==> config.mk <==
export PLATFORM = sky130hd
export DESIGN_NAME = data_plane_tx
export DESIGN_NICKNAME = d
export VERILOG_FILES = /design/src/rtl/data_plane_tx.sv
export SDC_FILE = /design/constraint.sdc
export NUM_CORES = 1
export LEC_CHECK = 0
export CAP_MARGIN = 5
export CELL_PAD_IN_SITES_DETAIL_PLACEMENT = 1
export CELL_PAD_IN_SITES_GLOBAL_PLACEMENT = 2
export CORE_UTILIZATION = 43
export CTS_CLUSTER_DIAMETER = 100
export DETAILED_ROUTE_END_ITERATION = 12
export GPL_ROUTABILITY_DRIVEN = 0
export PLACE_DENSITY = 0.86
export SYNTH_ARGS = -nofsm -noshare
export SYNTH_HDL_FRONTEND = slang
export SYNTH_SLANG_ARGS = --single-unit
==> constraint.sdc <==
create_clock -name clk -period 6.27 [get_ports clk]
set_input_delay 0.9405 -clock clk [delete_from_list [all_inputs] [get_ports clk]]
set_output_delay 0.9405 -clock clk [all_outputs]
set_load 0.05 [all_outputs]
==> src/rtl/data_plane_tx.sv <==
// data_plane_tx: buffers GPP frames in a FIFO and serialises one frame per control-plane grant
module data_plane_tx #(
  parameter int DEPTH = 64,
  parameter int FRAME_WORDS = 5
) (
  input  logic        clk,
  input  logic        rst,
  input  logic [15:0] node_id,
  input  logic        gpp_trf_en,
  input  logic [15:0] gpp_trf_data,
  input  logic        data_tx_flag,
  output logic [15:0] RAM_tx_data_out,
  output logic [15:0] sp_tx_current,
  output logic [31:0] data_tx_packet,
  output logic        data_tx_valid,
  output logic        data_tx_complete_flag,
  output logic        tx_full,
  output logic        tx_overflow
);
  localparam int AW = DEPTH > 1 ? $clog2(DEPTH) : 1;
  localparam int BW = FRAME_WORDS > 2 ? $clog2(FRAME_WORDS) : 1;
  localparam logic [1:0] IDLE = 2'd0, SEND = 2'd1, DONE = 2'd2, WAIT_CLR = 2'd3;
  logic [15:0] mem [DEPTH];
  logic [AW-1:0] wr_ptr, rd_ptr;
  logic [15:0] count;
  logic [1:0] state;
  logic [BW-1:0] beat;
  logic empty, push, pop;
  assign empty = count == 16'd0;
  assign tx_full = count == 16'(DEPTH);
  assign pop = !empty && ((state == IDLE && data_tx_flag) || state == SEND);
  // a push into a full FIFO is still accepted when the same cycle frees a slot
  assign push = gpp_trf_en && (!tx_full || pop);
  assign RAM_tx_data_out = empty ? 16'h0000 : mem[rd_ptr];
  assign sp_tx_current = count;
  // storage array write port
  always_ff @(posedge clk) begin
    if (push) mem[wr_ptr] <= gpp_trf_data;
  end
  // pointers, occupancy and sticky overflow
  always_ff @(posedge clk) begin
    if (rst) begin
      wr_ptr <= '0;
      rd_ptr <= '0;
      count <= 16'd0;
      tx_overflow <= 1'b0;
    end else begin
      wr_ptr <= push ? wr_ptr + AW'(1) : wr_ptr;
      rd_ptr <= pop ? rd_ptr + AW'(1) : rd_ptr;
      count <= count + {15'd0, push} - {15'd0, pop};
      tx_overflow <= tx_overflow || (gpp_trf_en && !push);
    end
  end
  // frame sequencer: header pop, payload beats with underflow stall, complete pulse, wait for grant drop
  always_ff @(posedge clk) begin
    if (rst) begin
      state <= IDLE;
      beat <= '0;
      data_tx_packet <= 32'd0;
      data_tx_valid <= 1'b0;
      data_tx_complete_flag <= 1'b0;
    end else begin
      data_tx_valid <= 1'b0;
      data_tx_complete_flag <= 1'b0;
      case (state)
        IDLE: if (pop) begin
          beat <= '0;
          state <= SEND;
        end
        SEND: if (pop) begin
          data_tx_packet <= {node_id, RAM_tx_data_out};
          data_tx_valid <= 1'b1;
          beat <= beat + BW'(1);
          state <= beat == BW'(FRAME_WORDS - 2) ? DONE : SEND;
        end
        DONE: begin
          data_tx_complete_flag <= 1'b1;
          state <= WAIT_CLR;
        end
        default: state <= data_tx_flag ? WAIT_CLR : IDLE;
      endcase
    end
  end
endmodule

==> results by group <==
Critical path
  – Critical Path RT: 5.33 ns
  – Worst path max stage delay: 0.97 ns
  – Slowest cell on the critical path: o41ai_1
  – Crit Path Max Fanout: around 50
  – CP arrival: approximately 4.8 ns
  – Worst path top cell family by delay: buffers and inverters
  – Crit Path Category: reg -> out
  – Critical-path cell list: buf_12, buf_12, mux2i_1, a22oi_1, nand2_1, o22ai_1, o41ai_1, nor2_1, clkdlybuf4s50_1
  – Most common cell on crit path: buf_12
  – Crit. End Element: output port
  – Crit start category: flop
  – Worst path bufs/invs: 3

Logic synthesis
  – XOR/XNOR share of the synthesized area: less than 1%
  – Synth Area in Adders: less than 1%
  – Syn_nets: approximately 2700
  – Post-synth EDFFs: approximately 1000
  – Seq cells post-synth: 1098
  – Fraction of synthesized area in multiplexers: 11.9%
  – Register area share after synthesis: around three quarters
  – Post-synthesis compound-gate area fraction: under 10%
  – Post-synth ARST share: 0%
  – Avg Synthesized Cell Area: 16.4 sq um
  – Post-synthesis instance area: approximately 43000 sq um
  – Main synth FF type: edfxtp_1
  – Ys Warns: 0
  – Synth Area in Simple Gates: under 10%
  – Post-Syn Instances: approximately 2600
  – Top post-synthesis cells by area: edfxtp_1 71%, mux2i_1 12%, dfxtp_1 3.4%
  – Area fraction of the dominant cell type after synthesis: 71.1%
  – Unique cell type count in the Yosys netlist: 62
  – Yosys top cell by area: edfxtp_1
  – Largest family of logic cells by synthesized area: multiplexers

STA
  – Sum Neg Setup Slack: 0 ns
  – Final Skew: about 0.065 ns
  – Headroom to the max-slew limit: roughly 23%
  – Worst slew pin tran: 1.15 ns
  – Final critical-path required period: 5.71 ns
  – RSZ-0062 raised after global routing: no
  – Final setup viols: 0
  – Fmax: ~180 MHz
  – Tcrit/Tclk final: between 90% and 100%
  – Final Slew Violations: 0
  – Count of final hold-check violations: 0

Floorplan
  – Number of cell rows: between 100 and 150
  – I/O pin count: between 100 and 150
  – Initial core utilization: between 40% and 50%
  – Die span in y: about 320 microns
  – Die width: roughly 320 microns
  – Core Area: about 99000 sq um
  – Die ar.: 102000 sq um

Final layout
  – Ant diodes: 0
  – Layout area overhead: 15.1%
  – Layout Nets: just under 3000
  – Commonest non-fill, non-tap cell in the layout: edfxtp_1
  – Layout cells sized above 1: about an eighth
  – Final core occ: 50.3%
  – Most frequent cells in the layout: 1024 x edfxtp_1, 513 x mux2i_1, 167 x nor2_1
  – Non-filler instance count after layout: roughly 4200

Drt
  – Post-Route WL: 118000 microns
  – DRC errors left: 0
  – Via/cell ratio: between 5 and 6
  – Drt wl/cell: between 20 and 30 microns
  – Vias: approximately 25000
  – DR pass1 iterations: 6
  – Initial DRC count: roughly 2000
  – Post-route ant nets: 0

Clocking
  – Clock Sinks: 1098
  – Postcts setup bufs: 0
  – Worst-path clk slew: 0.06 ns
  – Root Driver: clkbuf_16
  – Max clock buf depth: 3
  – Total CTS buffers: 109
  – H-tree depth: 3
  – Hold_buf cts: 0
  – Post-CTS sizing: 0
  – Clk_lat worst skew: around 0.72 ns
  – CTS tree: built

GRT
  – First-pass GRT wire length: between 150000 and 200000 microns
  – Vias in the first global route: 26066
  – Tot GR Track Use: 22.9%
  – Initial antenna violation count: 1
  – Total grt overflow: 0
  – Largest net degree at the start of global routing: 65

Pwr
  – Pleak: about 15 nW
  – Worst vdd ir: ~0.22 mV
  – PD cells: between 300 and 400 nW/um^2

Job
  – Max_cap viols: 0

Placement
  – Placed cell count: roughly 4000
  – Post-DP HPWL: about 72000 microns
  – # port buffers: between 100 and 150

Status
  – Status: finished clean

Min path
  – Worst Hold Class: reg -> reg
[metrics by stage]
| step | instance area (sq um) | total power, mW | hold WS [ns] | worst slack (ns) |
|---|---|---|---|---|
| 6_report | 49800 | 17.2 | 0.461 | 0.564 |
| 2_1_floorplan | 43200 | 9.74 | 0.454 | 2.66 |
| 5_1_grt | 49800 | 17.7 | 0.488 | 0.378 |
| 4_1_cts | 49800 | 17.3 | 0.463 | 0.531 |
| 3_3_place_gp | 46100 | 10.5 | 0.444 | 1.49 |
| 3_5_place_dp | 46100 | 10.6 | 0.455 | 1.38 |
[tightest hold or removal path, stage by stage (launching register included)]
cell	delay [ns]
dfxtp_1	0.31
nand2_1	0.05
a21oi_1	0.05
[Yosys cell counts, drive strengths merged (8+ instances only)]
master,count
nand3,34
nor2b,8
nand3b,18
or3,18
o41ai,16
xnor2,10
dfxtp,74
ha,26
mux2i,513
nor2,186
o21ai,38
a21oi,63
clkbuf,59
nor4,17
o22ai,112
xor2,10
a22oi,97
inv,27
edfxtp,1024
buf,91
nand4,23
nand2,116
[cells by family after synthesis]
logic type,Yosys count
buf+inv,177
fa+ha+maj,27
mux,515
flops,1098
compound gates,345
simple gates,458
xor+xnor,20
[sequential cells by signal, indices dropped and copies added (netlist names), named ones only]
name / count
wr_ptr: 6
rd_ptr: 6
data_tx_packet: 32
beat: 3
mem: 1024
sp_tx_current: 16
data_tx_complete_flag: 1
data_tx_valid: 1
tx_overflow: 1
state: 2
[metal layers]
layer	vias to the layer above	share of wire [%]	global-route usage (%)
met5	-	0	0
met4	0	3.2	8.25
met3	190	7.0	3.48
met2	1005	48	38.1
met1	12699	41	30.6
li1	10632	-	-
[cell type report]
type | count | area (sq um)
Fill cell | 9331 | 49200
Sequential cell | 1098 | 32200
Multi-Input combinational cell | 1365 | 10200
Clock buffer | 127 | 2820
Timing Repair Buffer | 217 | 1880
Tap cell | 1287 | 1610
Clock inverter | 77 | 892
Inverter | 27 | 101
[report_power, final]
group	total [mW]	switching [mW]	leakage [nW]	internal, mW
combinational	2.27	1.51	3.67	0.762
clock	6.73	2.84	1.79	3.89
sequential	8.19	0.0828	9.82	8.10
[path summary, 6_finish.rpt]
check	from	end	slack, ns	cells after the start
worst min-delay path	data_tx_packet[28]$_SDFFE_PP0P_	data_tx_packet[28]$_SDFFE_PP0P_	0.46	2
worst max register to register	sp_tx_current[2]$_SDFF_PP0_	sp_tx_current[14]$_SDFF_PP0_	2.09	16
worst min register to register	data_tx_packet[28]$_SDFFE_PP0P_	data_tx_packet[28]$_SDFFE_PP0P_	0.46	2
worst max-delay path	flop	RAM_tx_data_out[1]	0.56	9
(Power assumes the default switching activity.)
